### src/rtl/cmul_mult_sequencer_pkg.sv
// Shared types and constants for the complex-multiply sequencer around a serial 8x9 multiplier.
// Includes product-order operand selectors so the FSM and any checker agree on the k order.
package cmul_mult_sequencer_pkg;

  localparam int unsigned XW = 8;
  localparam int unsigned WW = 9;
  localparam int unsigned PW = XW + WW;

  localparam int unsigned TIMEOUT_DEF   = 64;
  localparam int unsigned FLUSH_CYC_DEF = 20;

  localparam logic [1:0] K_RR = 2'd0;
  localparam logic [1:0] K_II = 2'd1;
  localparam logic [1:0] K_RI = 2'd2;
  localparam logic [1:0] K_IR = 2'd3;

  typedef enum logic [2:0] {
    StFlush,
    StIdle,
    StIssue,
    StWait,
    StCombine,
    StOut
  } state_e;

  function automatic logic signed [XW-1:0] sel_a(input logic [1:0] k,
                                                 input logic signed [XW-1:0] re,
                                                 input logic signed [XW-1:0] im);
    case (k)
      K_RR:    return re;
      K_II:    return im;
      K_RI:    return re;
      default: return im;
    endcase
  endfunction

  function automatic logic signed [WW-1:0] sel_b(input logic [1:0] k,
                                                 input logic signed [WW-1:0] re,
                                                 input logic signed [WW-1:0] im);
    case (k)
      K_RR:    return re;
      K_II:    return im;
      K_RI:    return im;
      default: return re;
    endcase
  endfunction

  function automatic logic signed [PW:0] sext_p(input logic signed [PW-1:0] p);
    return {p[PW-1], p};
  endfunction

endpackage

### src/rtl/cmul_mult_sequencer_if.sv
// Operand, result and multiplier-side signals of the complex-multiply sequencer.
// master is the sequencer's view; slave is the environment (source, sink and multiplier).
interface cmul_mult_sequencer_if;
  import cmul_mult_sequencer_pkg::*;

  logic                 in_valid;
  logic                 in_ready;
  logic signed [XW-1:0] x_re;
  logic signed [XW-1:0] x_im;
  logic signed [WW-1:0] w_re;
  logic signed [WW-1:0] w_im;

  logic                 out_valid;
  logic                 out_ready;
  logic signed [PW:0]   out_re;
  logic signed [PW:0]   out_im;

  logic                 mul_start;
  logic signed [XW-1:0] mul_a;
  logic signed [WW-1:0] mul_b;
  logic                 mul_valid;
  logic signed [PW-1:0] mul_p;

  logic                 err;

  modport master (
    input  in_valid, x_re, x_im, w_re, w_im, out_ready, mul_valid, mul_p,
    output in_ready, out_valid, out_re, out_im, mul_start, mul_a, mul_b, err
  );

  modport slave (
    output in_valid, x_re, x_im, w_re, w_im, out_ready, mul_valid, mul_p,
    input  in_ready, out_valid, out_re, out_im, mul_start, mul_a, mul_b, err
  );

endinterface

### src/rtl/cmul_mult_sequencer.sv
// Drives a shared serial multiplier through four real products and combines them into one
// complex result; a watchdog aborts to FLUSH if the multiplier stops answering.
module cmul_mult_sequencer
  import cmul_mult_sequencer_pkg::*;
#(
  parameter int unsigned TIMEOUT   = TIMEOUT_DEF,
  parameter int unsigned FLUSH_CYC = FLUSH_CYC_DEF
) (
  input logic                   clk,
  input logic                   rst_n,
  cmul_mult_sequencer_if.master bus
);

  localparam int unsigned WdW = (TIMEOUT > 1) ? $clog2(TIMEOUT) : 1;
  localparam int unsigned FlW = (FLUSH_CYC > 1) ? $clog2(FLUSH_CYC) : 1;

  state_e                        r_state_q, r_state_d;
  logic [FlW-1:0]                r_flush_q, r_flush_d;
  logic [WdW-1:0]                r_wd_q, r_wd_d;
  logic [1:0]                    r_k_q, r_k_d;
  logic signed [XW-1:0]          r_x_re_q, r_x_re_d, r_x_im_q, r_x_im_d;
  logic signed [WW-1:0]          r_w_re_q, r_w_re_d, r_w_im_q, r_w_im_d;
  logic signed [XW-1:0]          r_mul_a_q, r_mul_a_d;
  logic signed [WW-1:0]          r_mul_b_q, r_mul_b_d;
  logic [3:0][PW-1:0]            r_p_q, r_p_d;
  logic signed [PW:0]            r_out_re_q, r_out_re_d, r_out_im_q, r_out_im_d;
  logic                          r_out_valid_q, r_out_valid_d;
  logic                          r_err_q, r_err_d;
  logic [1:0]                    w_k_next;

  assign w_k_next = r_k_q + 2'd1;

  always_comb begin
    r_state_d     = r_state_q;
    r_flush_d     = r_flush_q;
    r_wd_d        = r_wd_q;
    r_k_d         = r_k_q;
    r_x_re_d      = r_x_re_q;
    r_x_im_d      = r_x_im_q;
    r_w_re_d      = r_w_re_q;
    r_w_im_d      = r_w_im_q;
    r_mul_a_d     = r_mul_a_q;
    r_mul_b_d     = r_mul_b_q;
    r_p_d         = r_p_q;
    r_out_re_d    = r_out_re_q;
    r_out_im_d    = r_out_im_q;
    r_out_valid_d = r_out_valid_q;
    r_err_d       = r_err_q;

    unique case (r_state_q)
      StFlush: begin
        if (r_flush_q == FlW'(FLUSH_CYC - 1)) begin
          r_flush_d = '0;
          r_state_d = StIdle;
        end else begin
          r_flush_d = r_flush_q + 1'b1;
        end
      end
      StIdle: begin
        if (bus.in_valid) begin
          r_x_re_d  = bus.x_re;
          r_x_im_d  = bus.x_im;
          r_w_re_d  = bus.w_re;
          r_w_im_d  = bus.w_im;
          r_k_d     = K_RR;
          // Operands are loaded on entry so they are already valid in the start cycle.
          r_mul_a_d = sel_a(K_RR, bus.x_re, bus.x_im);
          r_mul_b_d = sel_b(K_RR, bus.w_re, bus.w_im);
          r_state_d = StIssue;
        end
      end
      StIssue: begin
        r_wd_d    = '0;
        r_state_d = StWait;
      end
      StWait: begin
        if (bus.mul_valid) begin
          r_p_d[r_k_q] = bus.mul_p;
          if (r_k_q == K_IR) begin
            r_state_d = StCombine;
          end else begin
            r_k_d     = w_k_next;
            r_mul_a_d = sel_a(w_k_next, r_x_re_q, r_x_im_q);
            r_mul_b_d = sel_b(w_k_next, r_w_re_q, r_w_im_q);
            r_state_d = StIssue;
          end
        end else if (r_wd_q == WdW'(TIMEOUT - 1)) begin
          r_err_d   = 1'b1;
          r_flush_d = '0;
          r_state_d = StFlush;
        end else begin
          r_wd_d = r_wd_q + 1'b1;
        end
      end
      StCombine: begin
        // 17-bit products sign-extended to 18 bits cannot overflow in one add/sub.
        r_out_re_d    = sext_p(r_p_q[K_RR]) - sext_p(r_p_q[K_II]);
        r_out_im_d    = sext_p(r_p_q[K_RI]) + sext_p(r_p_q[K_IR]);
        r_out_valid_d = 1'b1;
        r_state_d     = StOut;
      end
      StOut: begin
        if (bus.out_ready) begin
          r_out_valid_d = 1'b0;
          r_state_d     = StIdle;
        end
      end
      default: begin
        r_flush_d = '0;
        r_state_d = StFlush;
      end
    endcase
  end

  always_ff @(posedge clk or negedge rst_n) begin
    if (!rst_n) begin
      r_state_q     <= StFlush;
      r_flush_q     <= '0;
      r_wd_q        <= '0;
      r_k_q         <= K_RR;
      r_x_re_q      <= '0;
      r_x_im_q      <= '0;
      r_w_re_q      <= '0;
      r_w_im_q      <= '0;
      r_mul_a_q     <= '0;
      r_mul_b_q     <= '0;
      r_p_q         <= '0;
      r_out_re_q    <= '0;
      r_out_im_q    <= '0;
      r_out_valid_q <= 1'b0;
      r_err_q       <= 1'b0;
    end else begin
      r_state_q     <= r_state_d;
      r_flush_q     <= r_flush_d;
      r_wd_q        <= r_wd_d;
      r_k_q         <= r_k_d;
      r_x_re_q      <= r_x_re_d;
      r_x_im_q      <= r_x_im_d;
      r_w_re_q      <= r_w_re_d;
      r_w_im_q      <= r_w_im_d;
      r_mul_a_q     <= r_mul_a_d;
      r_mul_b_q     <= r_mul_b_d;
      r_p_q         <= r_p_d;
      r_out_re_q    <= r_out_re_d;
      r_out_im_q    <= r_out_im_d;
      r_out_valid_q <= r_out_valid_d;
      r_err_q       <= r_err_d;
    end
  end

  assign bus.in_ready  = (r_state_q == StIdle);
  assign bus.mul_start = (r_state_q == StIssue);
  assign bus.mul_a     = r_mul_a_q;
  assign bus.mul_b     = r_mul_b_q;
  assign bus.out_valid = r_out_valid_q;
  assign bus.out_re    = r_out_re_q;
  assign bus.out_im    = r_out_im_q;
  assign bus.err       = r_err_q;

endmodule

### src/flat_wrapper.sv
// flat-port wrapper written by rule: the top's interface ports become plain ports
module cmul_mult_sequencer_flat import cmul_mult_sequencer_pkg::*;
#(
  parameter int unsigned TIMEOUT   = TIMEOUT_DEF,
  parameter int unsigned FLUSH_CYC = FLUSH_CYC_DEF
)
  (clk, rst_n, bus_in_valid, bus_x_re, bus_x_im, bus_w_re, bus_w_im, bus_out_ready, bus_mul_valid, bus_mul_p, bus_in_ready, bus_out_valid, bus_out_re, bus_out_im, bus_mul_start, bus_mul_a, bus_mul_b, bus_err);
  cmul_mult_sequencer_if bus_i ();
  input logic clk;
  input logic rst_n;
  input wire logic [$bits(bus_i.in_valid)-1:0] bus_in_valid;
  input wire logic [$bits(bus_i.x_re)-1:0] bus_x_re;
  input wire logic [$bits(bus_i.x_im)-1:0] bus_x_im;
  input wire logic [$bits(bus_i.w_re)-1:0] bus_w_re;
  input wire logic [$bits(bus_i.w_im)-1:0] bus_w_im;
  input wire logic [$bits(bus_i.out_ready)-1:0] bus_out_ready;
  input wire logic [$bits(bus_i.mul_valid)-1:0] bus_mul_valid;
  input wire logic [$bits(bus_i.mul_p)-1:0] bus_mul_p;
  output wire logic [$bits(bus_i.in_ready)-1:0] bus_in_ready;
  output wire logic [$bits(bus_i.out_valid)-1:0] bus_out_valid;
  output wire logic [$bits(bus_i.out_re)-1:0] bus_out_re;
  output wire logic [$bits(bus_i.out_im)-1:0] bus_out_im;
  output wire logic [$bits(bus_i.mul_start)-1:0] bus_mul_start;
  output wire logic [$bits(bus_i.mul_a)-1:0] bus_mul_a;
  output wire logic [$bits(bus_i.mul_b)-1:0] bus_mul_b;
  output wire logic [$bits(bus_i.err)-1:0] bus_err;
  assign bus_i.in_valid = bus_in_valid;
  assign bus_i.x_re = bus_x_re;
  assign bus_i.x_im = bus_x_im;
  assign bus_i.w_re = bus_w_re;
  assign bus_i.w_im = bus_w_im;
  assign bus_i.out_ready = bus_out_ready;
  assign bus_i.mul_valid = bus_mul_valid;
  assign bus_i.mul_p = bus_mul_p;
  assign bus_in_ready = bus_i.in_ready;
  assign bus_out_valid = bus_i.out_valid;
  assign bus_out_re = bus_i.out_re;
  assign bus_out_im = bus_i.out_im;
  assign bus_mul_start = bus_i.mul_start;
  assign bus_mul_a = bus_i.mul_a;
  assign bus_mul_b = bus_i.mul_b;
  assign bus_err = bus_i.err;
  cmul_mult_sequencer #(.TIMEOUT(TIMEOUT), .FLUSH_CYC(FLUSH_CYC)) u_core (.clk(clk), .rst_n(rst_n), .bus(bus_i));
endmodule
### config.mk
export PLATFORM = sky130hd
export DESIGN_NAME = cmul_mult_sequencer_flat
export DESIGN_NICKNAME = d
export VERILOG_FILES = /design/src/rtl/cmul_mult_sequencer_pkg.sv /design/src/rtl/cmul_mult_sequencer_if.sv /design/src/rtl/cmul_mult_sequencer.sv /design/src/flat_wrapper.sv
export SDC_FILE = /design/constraint.sdc
export NUM_CORES = 1
export LEC_CHECK = 0
export BUFFER_PORTS_ARGS = -buffer_cell sky130_fd_sc_hd__buf_2
export CAP_MARGIN = 10
export CORE_MARGIN = 3
export CORE_UTILIZATION = 50
export CTS_CLUSTER_SIZE = 16
export DETAILED_ROUTE_END_ITERATION = 8
export PLACE_DENSITY = 0.8
export SYNTH_ARGS = -nofsm -noshare
export SYNTH_HDL_FRONTEND = slang
export SYNTH_SLANG_ARGS = --single-unit
### constraint.sdc
create_clock -name clk -period 7 [get_ports clk]
set_input_delay 1.75 -clock clk [delete_from_list [all_inputs] [get_ports clk]]
set_output_delay 1.75 -clock clk [all_outputs]
set_load 0.05 [all_outputs]
==> results of run 1 <==
## stage by stage
stage                     total power [uW]  instances  hold slack (ns)  worst slack, ns
after floorplan                       3620        821            0.476             3.48
after global placement                4080       1121            0.443             3.39
after detailed placement              4160       1121            0.447             3.32
after CTS                             5090       1153            0.465             3.46
after global routing                  5460       1155            0.490             3.36
final                                 5100       1155            0.460             3.43
## logic make-up (layout without fill, tap and decap cells)
group           after synthesis  in the layout  share of synthesized area, %
simple gates                194            194                          9.80
compound gates              192            192                          13.2
flops                       173            173                          49.2
mux                         123            123                          15.4
buf+inv                      68            182                          3.32
fa+ha+maj                    42             42                          6.14
xor+xnor                     29             29                          2.97
## critical path: cells and delay by family, from the launching register on
| kind | cells | cell delay, ns |
|---|---|---|
| flip-flops | 1 | 0.52 |
| buffers and inverters | 2 | 0.52 |
| AND/OR/NAND/NOR | 1 | 0.36 |
## final cells by class
| type | count | area [um2] |
|---|---|---|
| clock buffers | 17 | 425 |
| clock inverters | 15 | 140 |
| inverters | 32 | 120 |
| multi-input cells | 580 | 4190 |
| well taps | 220 | 275 |
| flip-flops and latches | 173 | 4330 |
| repair buffers | 118 | 636 |
| fillers | 1375 | 6820 |
## layer usage
metal  up-vias  GRT usage, %  part of all wire (%)
met2       169          31.9                    47
met5         -             0                     0
met4         0          4.63                  0.77
met3        13          5.55                   6.3
li1       3097             -                     -
met1      3090          26.6                    46
## cell usage in the layout, fill, tap and decap left out, types with 3 or more instances in the layout
cell       count
o31ai_1        7
buf_4          4
mux2i_1       20
ha_1          40
mux2_2       103
a21oi_1       35
nand3_2        4
o21ai_0       92
nand2b_1       6
nand2_1      113
inv_1         32
nor2_1        25
nor3_1        10
xnor2_1       16
nand4_1        7
clkinv_2       5
o21bai_1       7
o211ai_1       3
buf_2        111
nand3_1       11
nor2b_1        3
a211oi_1       6
a21o_1         9
clkinv_4       3
inv_6          4
xor2_1        12
clkbuf_16     17
o21a_1         7
dfrtp_1      173
## state kept, by name, indices dropped and copies added, names as in the netlist, 5 cells and up
signal / cells
u_core.bus.out_re: 18
u_core.r_x_re_q: 8
u_core.bus.mul_a: 8
u_core.r_flush_q: 5
u_core.r_wd_q: 6
u_core.r_x_im_q: 8
u_core.r_w_re_q: 9
u_core.bus.out_im: 18
u_core.r_w_im_q: 9
u_core.bus.mul_b: 9
u_core.r_p_q: 68
## where the power goes
part / leakage (uW) / switching (uW) / internal [uW]
Sequential: 0.00221 / 255 / 1390
Combinational: 0.00236 / 1500 / 1030
Clock: 0.000281 / 419 / 496
Total: 0.00485 / 2180 / 2920
## worst paths after layout
check | slack (ns) | end | cells after the start | start
max in group asynchronous | 4.32 | u_core.r_p_q[63] | 3 | rst_n
hold reg to reg | 0.46 | u_core.bus.err | 1 | u_core.bus.err
setup reg to reg | 4.28 | u_core.bus.out_re[16] | 10 | u_core.r_p_q[0]
hold / removal | 0.46 | u_core.bus.err | 1 | u_core.bus.err
setup / recovery | 3.43 | bus_mul_start | 3 | u_core.r_state_q[1]
min in group asynchronous | 1.35 | u_core.bus.out_re[1] | 1 | rst_n
==> out/metrics.cfg, run 1 <==
[clock_network]
cts-htree-levels = 4
clock_tree.buffer_depth = 2
cts_tree = built
numClockSinks = 173
numCtsBuffers = 17
cts_setup_buffers = 0
root_buffer = clkbuf_16
clock_insertion_delay_worst_skew_ns = 0.42
clkSlewWorstSetupHoldPaths_ns = 0.07
cts_resized = 0
cts.hold.buffers_added = 0

[floorplan]
core-area_um2 = 16900
core.rowCount = 47
die_width_um = 139
die_height_um = 139
die_area_um2 = 19200
ios = 113
initial_core_util_pct = 52.0

[worst_setup_path]
max_fo_critical_path = 11
crit_path_start_kind = flop
critical-path-slowest-cell = dfrtp_1
critical_path_class = reg2out
cp.arrival_ns = 1.82
critical_path.max_stage_delay_ns = 0.52
critical_path.cell_chain = inv_1 -> nor3_1 -> buf_2
end_kind = primary output
critPathRequiredTime_ns = 5.25

[power]
cellPowerDensity_nw_per_um2 = 504
power.ir.vdd_worst_uv = 379
power.static_leakage_uw = 0.00485

[run_status]
outcome = finished clean

[cells_and_area]
post-route-cell-area_um2 = 10100
nets = 1020
utilization_pct = 59.7
drive_above_1_share_pct = 28.7
area_growth_pct = 14.8
n_antenna_cell = 0

[global_route]
grt_pass1_wl_mm = 31.0
global_route.overflow_total = 0
pin_count_of_the_biggest_net_entering_global_routing = 92
grt_use_total_pct = 19.7
grt_pass1_vias = 6207
antenna_violations_before_repair = 0

[logic_synthesis]
ys_warn_count = 0
synth.largest_area_cell = dfrtp_1
post_synth_inst_count = 821
synth-edff-count = 0
synth_largest_type_area_fraction_pct = 49.2
synth_most_common_cell = dfrtp_1
synthTopCellsByArea = dfrtp_1 (49%), mux2_2 (13%), ha_1 (5.7%), o21ai_0 (5.2%), nand2_1 (4.9%)
synth_seq_cells = 173
synth_top_cells_by_count = dfrtp_1 (173), nand2_1 (114), mux2_2 (103), o21ai_0 (92), ha_1 (40)
ys_async_sr_fraction_pct = 100
synth_area_per_cell_um2 = 10.7
netlist_area_um2 = 8810
synth_nets = 919
synth_flop_type = dfrtp_1
ys_types = 59
synth_sequential_area_ratio_pct = 49.2

[timing]
finalSetupViolations = 0
max-slew-margin-rel_pct = 49.4
slew_viol_final = 0
tns_ns = 0
rsz0062_at_grt = false
layout_worst_path_cycle_share_pct = 51.0
hold_viol_final = 0
fin_worst_skew_ns = 0.0104
achievable-frequency_mhz = 280
finalWorstPathRequiredPeriod_ns = 3.57
timing_worst_slew_pin_value_ns = 0.759

[route]
dr.pass1.iters = 7
antenna_violating_nets_post_route = 0
initialDrtViolationCount = 231
drcViolationCount = 0
vias = 6369
route.detailed.wl_per_inst_um = 16.2
routed_wirelength_mm = 18.7
route.detailed.vias_per_inst = 5.51

[hold_path]
timing.hold.worst.class = reg2reg

[place]
postPlaceCellArea_um2 = 9510
dpl.hpwl_mm = 13.1
place_congestion = 0.858
place.port_buffers = 112

[job]
timing.max_cap.violations = 0

Note: power is estimated with default switching activity, not from simulation.
==> run 2, diff against run 1 <==
--- a/config.mk
+++ b/config.mk
@@ -5,13 +5,14 @@
 export SDC_FILE = /design/constraint.sdc
 export NUM_CORES = 1
 export LEC_CHECK = 0
+export ABC_AREA = 1
 export BUFFER_PORTS_ARGS = -buffer_cell sky130_fd_sc_hd__buf_2
 export CAP_MARGIN = 10
 export CORE_MARGIN = 3
 export CORE_UTILIZATION = 50
 export CTS_CLUSTER_SIZE = 16
 export DETAILED_ROUTE_END_ITERATION = 8
-export PLACE_DENSITY = 0.8
+export PLACE_DENSITY = 0.83
 export SYNTH_ARGS = -nofsm -noshare
 export SYNTH_HDL_FRONTEND = slang
 export SYNTH_SLANG_ARGS = --single-unit
==> constraint.sdc (replaced) <==
create_clock -name clk -period 3.2 [get_ports clk]
set_input_delay 0.8 -clock clk [delete_from_list [all_inputs] [get_ports clk]]
set_output_delay 0.8 -clock clk [all_outputs]
set_load 0.05 [all_outputs]
==> out/metrics.cfg, run 2 <==
[timing]
max-slew-margin-rel_pct = 44.7  ; was 49.4%
tns_ns = 0  ; unchanged
layout_setup_ws_ns = 0.664  ; was 3.43 ns
hold_viol_final = 0  ; unchanged
slew_viol_final = 0  ; unchanged
fin_worst_skew_ns = 0.00874  ; was 0.0104 ns
finalWorstPathRequiredPeriod_ns = 2.54
achievable-frequency_mhz = 394
layout_worst_path_cycle_share_pct = 79.3
finalSetupViolations = 0  ; unchanged
rsz0062_at_grt = false  ; unchanged
timing_worst_slew_pin_value_ns = 0.829  ; was 0.759 ns
hold_ws_ns = 0.359  ; was 0.460 ns

[worst_setup_path]
critical_path.startpoint = u_core.r_k_q[0]  ; was u_core.r_state_q[1]
critical_path.reg2reg.startpoint = u_core.r_k_q[0]  ; was u_core.r_p_q[0]
cp.arrival_ns = 2.86  ; was 1.82 ns
critical_path_class = reg2reg  ; was reg2out
crit_path_start_kind = flop  ; unchanged
max_fo_critical_path = 13  ; was 11
critPathRequiredTime_ns = 3.52  ; was 5.25 ns
rr_worst_depth = 9  ; was 10
end_kind = flop  ; was primary output

[logic_synthesis]
ys_async_sr_fraction_pct = 100  ; unchanged
synth_mux_area_share_pct = 3.25  ; was 15.4%
post_synth_and_or_nand_nor_area_fraction_pct = 22.8  ; was 9.80%
synthTopCellsByArea = dfrtp_1 (48%), nand2_1 (13%), o21ai_0 (7.6%), ha_1 (5.6%), inv_1 (4.6%)  ; was dfrtp_1 (49%), mux2_2 (13%), ha_1 (5.7%), o21ai_0 (5.2%), nand2_1 (4.9%)
dominant_combinational_cell_family_by_area_after_synthesis = simple AND/OR/NAND/NOR gates  ; was multiplexers
adder_and_majority_gate_portion_of_the_synthesized_area_pct = 6.01  ; was 6.14%
netlist_area_um2 = 9000  ; was 8810 um2
synth.largest_area_cell = dfrtp_1  ; unchanged
synth_nets = 1186  ; was 919
synth_sequential_area_ratio_pct = 48.1  ; was 49.2%
synth-edff-count = 0  ; unchanged
synth_flop_type = dfrtp_1  ; unchanged
synth_largest_type_area_fraction_pct = 48.1  ; was 49.2%
synth_compound_gate_area_share_pct = 11.5  ; was 13.2%
synth_top_cells_by_count = nand2_1 (321), dfrtp_1 (173), o21ai_0 (137), inv_1 (110), nor2_1 (70)  ; was dfrtp_1 (173), nand2_1 (114), mux2_2 (103), o21ai_0 (92), ha_1 (40)
ys_types = 37  ; was 59
synth_most_common_cell = nand2_1  ; was dfrtp_1
post_synth_inst_count = 1088  ; was 821
synth_seq_cells = 173  ; unchanged
synth_area_per_cell_um2 = 8.27  ; was 10.7 um2
yosys.area_share.xor_xnor_pct = 1.46  ; was 2.97%
ys_warn_count = 0  ; unchanged

[route]
route.detailed.wl_per_inst_um = 14.0  ; was 16.2 um
vias = 7561  ; was 6,369
route.detailed.vias_per_inst = 5.27  ; was 5.51
dr.pass1.iters = 5  ; was 7
drcViolationCount = 0  ; unchanged
routed_wirelength_mm = 20.1  ; was 18.7 mm
antenna_violating_nets_post_route = 0  ; unchanged
initialDrtViolationCount = 487  ; was 231

[cells_and_area]
post-route-cell-area_um2 = 10300  ; was 10,100 um2
largest_register_ffs = 68  ; unchanged
drive_above_1_share_pct = 15.0  ; was 28.7%
num-fill-cells = 1467  ; was 1,375
largest-register = u_core.r_p_q  ; unchanged
area_growth_pct = 14.9  ; was 14.8%
layout_commonest_cell = nand2_1  ; was dfrtp_1
commonest_cells_after_routing_fill_and_taps_aside = nand2_1 (321), dfrtp_1 (173), o21ai_0 (137)  ; was dfrtp_1 (173), nand2_1 (113), buf_2 (111)
nets = 1293  ; was 1,020

[clock_network]
cts-htree-levels = 4  ; unchanged
cts.hold.buffers_added = 0  ; unchanged
clkSlewWorstSetupHoldPaths_ns = 0.07  ; about the same
clock_tree.buffer_depth = 2  ; unchanged
numClockSinks = 173  ; unchanged
cts_resized = 0  ; unchanged
cts_tree = built  ; unchanged
root_buffer = clkbuf_16  ; unchanged
numCtsBuffers = 17  ; unchanged
cts_setup_buffers = 0  ; unchanged
clock_insertion_delay_worst_skew_ns = 0.44  ; was 0.42 ns

[place]
dp_slack_ns = 0.713  ; was 3.32 ns
postPlaceCellArea_um2 = 9740  ; was 9510 um2
place.port_buffers = 112  ; unchanged
place_congestion = 0.892  ; was 0.858
dpl.hpwl_mm = 14.4  ; was 13.1 mm

[floorplan]
initial_core_util_pct = 51.5  ; was 52.0%
ios = 113  ; unchanged
die_area_um2 = 19600  ; was 19,200 um2
die_width_um = 140  ; was 139 um
core.rowCount = 48  ; was 47
die_height_um = 140  ; was 139 um
core-area_um2 = 17500  ; was 16,900 um2

[power]
cellPowerDensity_nw_per_um2 = 1040  ; was 504 nW/um2
power.total_uw = 10800  ; was 5100 uW
power.ir.vdd_worst_uv = 777  ; was 379 uV
power.static_leakage_uw = 0.00545  ; was 0.00485 uW

[global_route]
pin_count_of_the_biggest_net_entering_global_routing = 70  ; was 92
grt_use_total_pct = 21.2  ; was 19.7%
antenna_violations_before_repair = 3  ; was 0
global_route.overflow_total = 0  ; unchanged
grt_pass1_vias = 7361  ; was 6,207
grt_pass1_wl_mm = 34.6  ; was 31.0 mm

[hold_path]
timing.hold.worst.class = in2async  ; was reg2reg

[run_status]
outcome = finished clean  ; unchanged

[job]
timing.max_cap.violations = 0  ; unchanged

## run 2: cell types whose count changed after synthesis, sizes merged, moves of 8 or more
cell,delta
mux2i,-20
nand3b,+10
nor2,+47
mux2,-77
inv,+83
nand2,+215
xor2,-9
a21o,-8
nand3,+40
o21ai,+56
## run 2: cell families (layout without fill, tap and decap cells)
group	after synthesis	count (layout)
other	0	2
and+or+nand+nor	487	487
muxes	26	26
DFF	173	173
adders and majority gates	42	42
AOI/OAI and AO/OA	197	197
xor gates and xnor gates	15	15
buffers and inverters	148	268
## run 2: path summary, 6_finish.rpt
kind	endpoint	slack (ns)
max	u_core.bus.mul_b[1]	0.66
min	u_core.bus.out_im[0]	0.36
max reg2reg	u_core.bus.mul_b[1]	0.66
min reg2reg	u_core.bus.err	0.45
max in group asynchronous	u_core.bus.out_im[2]	2.09
min in group clk	u_core.bus.err	0.45
## run 2: where the power goes
part	internal, uW	switching [uW]
logic	1710	3420
registers	3030	533
clock network	1180	905
## run 2: metrics by stage
| step | util, % | std cells |
|---|---|---|
| after CTS | 59.1 | 1433 |
| final | 59.2 | 1435 |
| after detailed placement | 55.7 | 1401 |
| after global routing | 59.2 | 1434 |
| after floorplan | - | 1088 |
| after global placement | 55.7 | 1401 |
## run 2: area by class of cell
class / count / area, um2 / area share (%)
diodes: 2 / 5.00 / 0.0484
multi-input cells: 767 / 4050 / 39.2
clock buffers: 18 / 439 / 4.25
well taps: 225 / 282 / 2.72
repair buffers: 120 / 639 / 6.18
inverters: 116 / 438 / 4.23
clock inverters: 14 / 158 / 1.52
flip-flops and latches: 173 / 4330 / 41.9
## run 2: worst max-delay path, cell delays in order (launching register included)
cell and delay (ns):
dfrtp_1 0.57, inv_1 0.28, ha_1 0.38, or2_2 0.28, nand2_1 0.24, clkinv_1 0.29, nor2_1 0.15, o22ai_1 0.09
nand2_1 0.07, nand2_1 0.06
## run 2: per-layer routing
layer / global-route usage (%) / part of all wire, % / wire, um / vias up
met4: 6.63 / 1.4 / 276 / 4
met5: 0 / 0.11 / 23 / -
met3: 5.33 / 6.4 / 1280 / 31
met1: 28.4 / 45 / 8940 / 3556
li1: - / - / - / 3747
met2: 34.2 / 48 / 9560 / 223
